<file path="src/rtl/wb_write_arbiter.sv">
// Register file write-port arbiter.
// Merges the never-stalling pipeline writeback with long-latency unit results.
// Long-unit results that lose arbitration are parked in a small FIFO.
// The FIFO drains on idle writeback cycles.
// Optional macro WB_ARB_STATS_EN adds a saturating conflict counter on stat_conflicts.
module wb_write_arbiter #(
    parameter int unsigned DEPTH = 4
) (
    input  logic        CLK,
    input  logic        RST,
    input  logic        wb_valid,
    input  logic [4:0]  wb_wsel,
    input  logic [31:0] wb_wdat,
    input  logic        lu_valid,
    input  logic [4:0]  lu_wsel,
    input  logic [31:0] lu_wdat,
    output logic        lu_ready,
    input  logic [4:0]  pend_rsel1,
    input  logic [4:0]  pend_rsel2,
    output logic        pend_hit1,
    output logic        pend_hit2,
    output logic        rf_WEN,
    output logic [4:0]  rf_wsel,
`ifdef WB_ARB_STATS_EN
    output logic [15:0] stat_conflicts,
`endif
    output logic [31:0] rf_wdat
);

    localparam int unsigned PW = (DEPTH > 1) ? $clog2(DEPTH) : 1;
    localparam int unsigned CW = PW + 1;

    // FIFO storage; live marks an occupied entry that has not been squashed by a younger write
    logic [4:0]       wsel_q [DEPTH];
    logic [4:0]       wsel_d [DEPTH];
    logic [31:0]      wdat_q [DEPTH];
    logic [31:0]      wdat_d [DEPTH];
    logic [DEPTH-1:0] live_q, live_d;
    logic [PW-1:0]    rd_ptr_q, rd_ptr_d;
    logic [PW-1:0]    wr_ptr_q, wr_ptr_d;
    logic [CW-1:0]    count_q, count_d;

    logic             rf_wen_q, rf_wen_d;
    logic [4:0]       rf_wsel_q, rf_wsel_d;
    logic [31:0]      rf_wdat_q, rf_wdat_d;

    logic             full, empty, accept, push, pop;

`ifdef WB_ARB_STATS_EN
    logic [15:0]      stat_q, stat_d;
`endif

    // Ready depends only on stored occupancy, so a pop never raises ready in the same cycle
    always_comb begin
        full     = (count_q == CW'(DEPTH));
        empty    = (count_q == '0);
        lu_ready = !full && !RST;
        accept   = lu_valid && lu_ready;
    end

    // Source selection, FIFO pointer/occupancy update and WAW squash
    always_comb begin
        wsel_d    = wsel_q;
        wdat_d    = wdat_q;
        live_d    = live_q;
        rd_ptr_d  = rd_ptr_q;
        wr_ptr_d  = wr_ptr_q;
        rf_wen_d  = 1'b0;
        rf_wsel_d = rf_wsel_q;
        rf_wdat_d = rf_wdat_q;
        push      = 1'b0;
        pop       = 1'b0;

        if (wb_valid) begin
            rf_wen_d  = (wb_wsel != 5'd0);
            rf_wsel_d = wb_wsel;
            rf_wdat_d = wb_wdat;
            push      = accept;
        end else if (!empty) begin
            pop       = 1'b1;
            rf_wen_d  = live_q[rd_ptr_q] && (wsel_q[rd_ptr_q] != 5'd0);
            rf_wsel_d = wsel_q[rd_ptr_q];
            rf_wdat_d = wdat_q[rd_ptr_q];
            push      = accept;
        end else if (accept) begin
            rf_wen_d  = (lu_wsel != 5'd0);
            rf_wsel_d = lu_wsel;
            rf_wdat_d = lu_wdat;
        end

        if (pop) begin
            live_d[rd_ptr_q] = 1'b0;
            rd_ptr_d         = rd_ptr_q + PW'(1);
        end
        if (push) begin
            wsel_d[wr_ptr_q] = lu_wsel;
            wdat_d[wr_ptr_q] = lu_wdat;
            live_d[wr_ptr_q] = 1'b1;
            wr_ptr_d         = wr_ptr_q + PW'(1);
        end
        // A pipeline write is younger than anything buffered, including a same-cycle push
        if (wb_valid) begin
            for (int i = 0; i < int'(DEPTH); i++) begin
                if (wsel_d[i] == wb_wsel) begin
                    live_d[i] = 1'b0;
                end
            end
        end

        count_d = count_q + CW'(push) - CW'(pop);
    end

`ifdef WB_ARB_STATS_EN
    // Saturating count of cycles where a long-unit result was denied the bypass
    always_comb begin
        stat_d = stat_q;
        if (wb_valid && lu_valid && (stat_q != 16'hFFFF)) begin
            stat_d = stat_q + 16'd1;
        end
    end

    assign stat_conflicts = stat_q;
`endif

    // State registers; reset discards all buffered results
    always_ff @(posedge CLK or posedge RST) begin
        if (RST) begin
            for (int i = 0; i < int'(DEPTH); i++) begin
                wsel_q[i] <= '0;
                wdat_q[i] <= '0;
            end
            live_q    <= '0;
            rd_ptr_q  <= '0;
            wr_ptr_q  <= '0;
            count_q   <= '0;
            rf_wen_q  <= 1'b0;
            rf_wsel_q <= '0;
            rf_wdat_q <= '0;
`ifdef WB_ARB_STATS_EN
            stat_q    <= '0;
`endif
        end else begin
            for (int i = 0; i < int'(DEPTH); i++) begin
                wsel_q[i] <= wsel_d[i];
                wdat_q[i] <= wdat_d[i];
            end
            live_q    <= live_d;
            rd_ptr_q  <= rd_ptr_d;
            wr_ptr_q  <= wr_ptr_d;
            count_q   <= count_d;
            rf_wen_q  <= rf_wen_d;
            rf_wsel_q <= rf_wsel_d;
            rf_wdat_q <= rf_wdat_d;
`ifdef WB_ARB_STATS_EN
            stat_q    <= stat_d;
`endif
        end
    end

    // RAW hazard lookup over live buffered entries; register 0 never reports pending
    always_comb begin
        pend_hit1 = 1'b0;
        pend_hit2 = 1'b0;
        for (int i = 0; i < int'(DEPTH); i++) begin
            if (live_q[i] && (wsel_q[i] == pend_rsel1) && (pend_rsel1 != 5'd0)) begin
                pend_hit1 = 1'b1;
            end
            if (live_q[i] && (wsel_q[i] == pend_rsel2) && (pend_rsel2 != 5'd0)) begin
                pend_hit2 = 1'b1;
            end
        end
    end

    assign rf_WEN  = rf_wen_q;
    assign rf_wsel = rf_wsel_q;
    assign rf_wdat = rf_wdat_q;

endmodule

</file>
<file path="config.mk">
export PLATFORM = sky130hd
export DESIGN_NAME = wb_write_arbiter
export DESIGN_NICKNAME = d
export VERILOG_FILES = /design/src/rtl/wb_write_arbiter.sv
export SDC_FILE = /design/constraint.sdc
export NUM_CORES = 1
export LEC_CHECK = 0
export CAP_MARGIN = 20
export CORE_MARGIN = 5
export CORE_UTILIZATION = 60
export DETAILED_ROUTE_END_ITERATION = 10
export PLACE_DENSITY = 0.9
export SLEW_MARGIN = 30
export SYNTH_ARGS = -nofsm -noshare
export SYNTH_HDL_FRONTEND = slang
export SYNTH_SLANG_ARGS = --single-unit
</file>
<file path="constraint.sdc">
create_clock -name CLK -period 22.7 [get_ports CLK]
set_clock_uncertainty 0.15 [all_clocks]
set_input_delay 5.675 -clock CLK [delete_from_list [all_inputs] [get_ports CLK]]
set_output_delay 5.675 -clock CLK [all_outputs]
set_load 0.01 [all_outputs]
</file>
* Word level (Yosys, flattened, before mapping)
Index checks and enable logic that the tools add are counted.
W data, S select, Z words.
** Operators by class
- $add $sub $neg :: 4
- Bitwise operators :: 5
- Equal/unequal tests :: 14
- Muxes and demuxes :: 47
- Magnitude comparators :: 7
- Reductions and logical operators :: 30
** Operators by type and width (count)
- $mux W32 :: 6
- $bwmux W128 :: 1
- $bmux W32 S2 :: 1
- $demux W32 S2 :: 1
- $eq A5 B5 Y1 :: 12
- $mux W5 :: 6
- $reduce_bool A5 Y1 :: 5
- $logic_and A1 B1 Y1 :: 22
- $mux W1 :: 22
- $bwmux W20 :: 1
- $mux W20 :: 1
- $mux W4 :: 3
- $bmux W5 S2 :: 1
- $demux W5 S2 :: 1
- $ge A3 B3 Y1 const B :: 2
- $lt A2 B3 Y1 const B :: 2
- $not A2 Y3 :: 2
- $add A2 B1 Y2 const B :: 2
- $and A4 B4 Y4 :: 1
- $demux W1 S2 :: 2
- $ge A2 B1 Y1 const B :: 2
- $not A4 Y4 :: 1
- $or A4 B4 Y4 :: 1
- $add A3 B1 Y3 :: 1
- 7 further kinds :: 8
** Word-level totals
- Register bits after elaboration :: 197
- Logic and storage cells :: 122
- Bits of input ports :: 88
- Output and inout bits :: 41

* Depth between registers and ports, before layout
Gate-level depths: netlist of the first run.
- Depth after elaboration :: 11
- Mapped depth :: 11
- Gate-level depth less buffers :: 10

* Worst setup path after synthesis of the first run
No wires, ideal clock.
- Path kind :: in2out
- Start :: input pend_rsel2[0]
- End :: output pend_hit2
- Path slack :: 10.288 ns
- Data required time :: 16.875 ns
- Stages :: 6
- Arrival time :: 6.587 ns
- Buffers on the path :: 1
- Cell sequence :: clkbuf_1 xor2_1 nor4_1 nand3_1 nand4_1 o21a_1
** Between the ends
- Cells in the longest elaborated chain, start to end :: 7
- Elaborated cells on any way between the ends :: 17
- Classes of those cells :: eq/ne (4); mux (4); reduce/logical (9)
** Ends and longest elaborated chain
- from (decl) :: RTL line 19 : input logic [4:0] pend_rsel2,
- $eq A5 B5 Y1 :: RTL line 168 : if (live_q[i] && (wsel_q[i] == pend_rsel2) && (pend_rsel2 != 5'd0)) begin
- $logic_and A1 B1 Y1 (2 in a row) :: RTL line 168
- $mux W1 (3 in a row) :: RTL line 168
- $mux W1 * :: RTL line 168
- to (decl) :: RTL line 21 : output logic pend_hit2,
Mark *: on every way between the ends. The rest lies on a longest branch, timed or not.

* Worst setup path after layout of the first run
- Start :: input pend_rsel1[2]
- End :: output pend_hit1
** Between the ends
- Cells in the longest elaborated chain, start to end :: 7
- Elaborated cells on any way between the ends :: 17
- Classes of those cells :: eq/ne (4); mux (4); reduce/logical (9)
** Ends and longest elaborated chain
- from (decl) :: RTL line 18 : input logic [4:0] pend_rsel1,
- $eq A5 B5 Y1 :: RTL line 165 : if (live_q[i] && (wsel_q[i] == pend_rsel1) && (pend_rsel1 != 5'd0)) begin
- $logic_and A1 B1 Y1 (2 in a row) :: RTL line 165
- $mux W1 (3 in a row) :: RTL line 165
- $mux W1 * :: RTL line 165
- to (decl) :: RTL line 20 : output logic pend_hit1,
Marks and branches as above.

==> metrics.yaml, run 1 <==
routed.top_layer: "met4"
die_y_um: 137
cellPowerDensity_mw_per_mm2: 139
grt_pass1_wl_mm: 39.8
drive_gt1_frac: 0.286
ys_types: 37
place_area_mm2: 0.0111
cp-end-kind: "output port"
synth_top_family_by_area: "multiplexers"
netlist_area_mm2: 0.00968
setup_viol: 0
worstPathRequired_ps: 16880
met3_length_mm: 1.72
grt_usage: 0.279
synthXorXnorAreaFrac: 0.0606
slew_viol_final: 0
hold_viol: 0
cts_tree: "done"
max_clock_freq_mhz: 74.1
hold_buffers: 0
num_antenna_cells: 0
ios: 129
die_w_um: 137
irDropWorstVdd_mv: 0.0778
vias_per_cell: 6.48
timing.final.crit_share: 0.594
synth_ff_type: "dfrtp_1"
tns_ps: 0
cts_setup_buffers: 0
place_congestion: 0.954
grt_max_degree: 128
ys_warn_count: 0
synthMuxAreaShare: 0.262
maxCapViolCount: 0
port_buffers: 128
area_growth_pct: 20.9
globalRoute.totalOverflow: 0
drtIter0Drc: 754
stdcell_area_mm2: 0.0117
nFillCells: 1010
max_slew_margin: 0.413
initial_core_util: 0.611
clock_latency_ps: 430
crit_arrival_ps: 7670
clock-sinks: 197
core_mm2: 0.0158
dpl.hpwl_mm: 16.2
cts_resized: 0
synth-compound-area-share: 0.0720
postRouteAntennaNets: 0
syn_nets: 822
ys_seq_area_frac: 0.509
drt_pass1_iterations: 9
status: "finished clean"
antenna_found_initial: 0
nets: 916
fin_crit_ps: 13490
clockBufferDepth: 2
synth_area_leader_cell: "dfrtp_1"
cts_max_level: 4
holdCritPathClass: "reg -> reg"
total_leakage_power_nw: 4.90
whs_ps: 359
dieArea_mm2: 0.0188
ys_top_cells_by_area: "dfrtp_1 51%, mux2_2 17%, mux4_2 8.1%"
synthCells: 723
final_util: 0.739
routed-wl-met2_mm: 13.1
postSynth.asyncResetShare: 1.00
criticalPathCategory: "in -> out"
numCtsBuffers: 17
cts_root_buffer: "clkbuf_16"
synth-seq-cells: 197
worst_pin_slew_ps: 880
avgSynthCellArea_um2: 13.4
wl_per_cell_um: 24.0
path_clk_slew_ps: 70
rows: 46
post_synth_and_or_nand_nor_area_fraction: 0.0471
critPathMaxFanout: 5
synth.most_common_cell: "dfrtp_1"
rsz0062_at_grt: "false"
synth_enable_flop_cells: 0
grt_pass1_vias: 7558
ys_top_cells_by_count: "197 x dfrtp_1, 148 x mux2_2, 51 x xor2_1"
vias: 6776
synthAdderAreaFrac: 0.0150
drt-met1-wl_mm: 9.62
drc: 0
drt_wl_total_mm: 25.1
netlist.area_leader.share: 0.509
start_kind: "primary input"
## sequential cells by signal, indices dropped and copies added, names as in the netlist
signal / cells
count_q: 3
rf_wsel: 5
wsel_q: 20
rf_WEN: 1
rd_ptr_q: 2
live_q: 4
wr_ptr_q: 2
wdat_q: 128
rf_wdat: 32
## cell families (layout without fill, tap and decap cells)
kind of cell,Yosys count,count (layout)
AO/OA/AOI/OAI,95,95
AND/OR/NAND/NOR,95,95
buffers and inverters,72,179
XOR/XNOR,67,67
adder cells (fa/ha/maj),11,11
flip-flops,197,197
multiplexers,186,186
## where the power goes
group | switching, mW | leakage (nW) | internal, mW
clock | 0.141 | 0.289 | 0.176
combinational | 0.248 | 2.23 | 0.371
sequential | 0.163 | 2.38 | 0.527
## cell usage in the layout, fill, tap and decap left out, drive strengths merged, types with 3 or more instances in the layout
master,n
o21ai,7
inv,15
a222oi,37
clkbuf,17
clkinvlp,5
clkdlybuf4s50,127
bufinv,3
nand2,13
mux2,148
dfrtp,197
clkinv,3
xor2,51
xnor2,16
mux4,38
nor4,12
nor2,43
nand3,13
a21oi,41
or4,6
buf,9
ha,10
## metrics by stage
| step | power (mW) | setup slack (ps) | std cells |
|---|---|---|---|
| after floorplan | 1.07 | 10290 | 723 |
| after global placement | 1.25 | 9390 | 1014 |
| after detailed placement | 1.30 | 9230 | 1014 |
| after CTS | 1.63 | 9220 | 1046 |
| after global routing | 1.71 | 9110 | 1046 |
| final | 1.63 | 9210 | 1046 |
## area by class of cell
type	count	area [um^2]	share of cell area
clock buffer	17	425	0.0364
tap	216	270	0.0231
timing repair buffer	136	1340	0.115
sequential	197	4930	0.422
clock inverter	15	198	0.0169
multi-input combinational	454	4480	0.383
inverter	11	48.8	0.00417
## metal layers
layer | up-vias | GRT usage
met5 | - | 0
met3 | 58 | 0.0522
met4 | 0 | 0.120
met2 | 310 | 0.484
li1 | 2884 | -
met1 | 3524 | 0.342
## path summary, 6_finish.rpt
| kind | cells after the start | slack, ps | startpoint | end |
|---|---|---|---|---|
| max | 7 | 9210 | pend_rsel1[2] | pend_hit1 |
| min | 1 | 360 | wdat_q[41] | wdat_q[41] |
| max in group asynchronous | 3 | 15580 | RST | count_q[1] |
| min reg2reg | 1 | 360 | wdat_q[41] | wdat_q[41] |
| min in group asynchronous | 2 | 5710 | RST | wr_ptr_q[0] |
| max reg2reg | 5 | 19600 | rd_ptr_q[0] | rf_WEN |
## critical path, stage by stage
cell	delay [ps]
clkdlybuf4s50_1	550
xor2_1	220
nor4_1	350
nand3_1	120
nand4_1	110
o21a_1	120
clkdlybuf4s50_1	520
Note: power is estimated with default switching activity, not from simulation.
==> run 2: changes to the inputs <==
Settings changed: CORE_UTILIZATION 60 to 56, PLACE_DENSITY 0.9 to 0.85.
Clock period 22.7 ns to 13.2 ns, I/O delays scaled along.
==> metrics.yaml, run 2 (synthesis results as in run 1) <==
status: "finished clean"
setup_viol: 0  # unchanged
path_clk_slew_ps: 60  # about the same
whs_ps: 355  # -4.00 ps
drtIter0Drc: 578  # -23%
rsz0062_at_grt: "false"
r2r_setup_slack_ps: 10470  # -9130 ps
cts_setup_buffers: 0  # unchanged
drive_gt1_frac: 0.281  # -0.00448
core_mm2: 0.0171  # +8.1%
max_clock_freq_mhz: 114
cp-end-kind: "output port"
tns_ps: 0  # unchanged
cts_resized: 0  # unchanged
cts_max_level: 4  # unchanged
place_congestion: 0.931  # -2.4%
cp_cell_sequence: "clkdlybuf4s50_1 > xor2_1 > nor4_1 > nand3_1 > nand4_1 > o21a_1 > clkdlybuf4s50_1"
die_y_um: 141  # +3.3%
vias: 6745  # -0.46%
globalRoute.totalOverflow: 0  # unchanged
crit_start: "pend_rsel1[2]"
holdCritPathClass: "reg -> reg"
postRouteAntennaNets: 0  # unchanged
criticalPathCategory: "in -> out"
slowest_stage: "clkdlybuf4s50_1"
min_to: "wdat_q[31]"
initial_core_util: 0.565  # -0.0460
worstPathRequired_ps: 9750  # -7130 ps
hold_viol: 0  # unchanged
drc: 0  # unchanged
path_common_cell: "clkdlybuf4s50_1"
hold_buffers: 0  # unchanged
clockBufferDepth: 2  # unchanged
fin_crit_ps: 8740
clock_latency_ps: 430  # about the same
holdCritStartpoint: "wdat_q[31]"
timing.final.crit_share: 0.662
dieArea_mm2: 0.0200  # +6.6%
max_slew_margin: 0.454  # +0.0407
cts_root_buffer: "clkbuf_16"
area_growth_pct: 21.0
ios: 129  # unchanged
holdPathStages: 1  # unchanged
grt_pass1_vias: 7290  # -3.5%
max_stage_delay_ps: 540  # about the same
final_cell_mix: "195 x dfrtp_1, 148 x mux2_2, 127 x clkdlybuf4s50_1"
cellPowerDensity_mw_per_mm2: 238  # +71%
timing.rr.start: "count_q[2]"
dpl.hpwl_mm: 15.4  # -4.8%
nets: 915  # -0.11%
r2r_end: "count_q[2]"
grt_max_degree: 135  # +5.5%
slew_viol_final: 0  # unchanged
num_antenna_cells: 0  # unchanged
largest-register: "wdat_q"
antenna_found_initial: 0  # unchanged
crit_arrival_ps: 5290  # -2380 ps
grt_usage: 0.251  # -0.0280
final_common_cell: "dfrtp_1"
largest_register_ffs: 128  # unchanged
maxCapViolCount: 0  # unchanged
r2r_cells: 10  # +5
worst_pin_slew_ps: 819  # -61.1 ps
die_w_um: 141  # +3.3%
numCtsBuffers: 17  # unchanged
vias_per_cell: 6.40  # -1.2%
critPathMaxFanout: 5  # unchanged
wl_per_cell_um: 23.2  # -3.4%
drt_wl_total_mm: 24.5  # -2.7%
total_leakage_power_nw: 4.91  # +0.13%
clock-sinks: 197  # unchanged
port_buffers: 128  # unchanged
start_kind: "primary input"
rows: 48  # +4.3%
irDropWorstVdd_mv: 0.131  # +69%
drt_pass1_iterations: 7  # -2
cts_tree: "done"
grt_pass1_wl_mm: 39.3  # -1.3%
-- run 2: worst max-delay path: cells and delay by family --
| kind | cells | cell delay (ps) |
|---|---|---|
| buffers and inverters | 2 | 1060 |
| and+or+nand+nor | 3 | 590 |
| xor gates and xnor gates | 1 | 210 |
| AOI/OAI and AO/OA | 1 | 120 |
-- run 2: cell type report --
| type | instances | area (um^2) |
|---|---|---|
| inverters | 11 | 53.8 |
| clock inverters | 12 | 193 |
| repair buffers | 135 | 1330 |
| fillers | 1182 | 5400 |
| multi-input cells | 454 | 4480 |
| well taps | 225 | 282 |
| clock buffers | 20 | 437 |
| flip-flops and latches | 197 | 4930 |
-- run 2: worst max-delay path by stage --
stage	to	slack [ps]
floorplan	count_q[2]	3350
global route	pend_hit1	4250
finish	pend_hit1	4460
global placement	pend_hit1	4610
CTS	pend_hit1	4480
detailed placement	pend_hit1	4490
-- run 2: routing by layer --
layer | track usage | vias up | part of all wire
li1 | - | 2883 | -
met1 | 0.321 | 3500 | 0.39
met2 | 0.429 | 307 | 0.51
met3 | 0.0458 | 55 | 0.068
met4 | 0.0944 | 0 | 0.026
met5 | 0 | - | 0
-- run 2: per-stage QoR --
step | std cells | utilization | setup slack (ps) | cell area (um^2) | power, mW
floorplan | 723 | - | 3350 | 9680 | 1.84
global placement | 1022 | 0.646 | 4610 | 11100 | 2.15
detailed placement | 1022 | 0.647 | 4490 | 11100 | 2.23
CTS | 1054 | 0.684 | 4480 | 11700 | 2.80
global route | 1054 | 0.684 | 4250 | 11700 | 2.94
finish | 1054 | 0.684 | 4460 | 11700 | 2.79
-- run 2: where the power goes --
part	switching, mW	leakage (nW)	internal, mW
Clock	0.233	0.299	0.322
Combinational	0.428	2.23	0.635
Sequential	0.263	2.38	0.906
Total	0.925	4.91	1.86
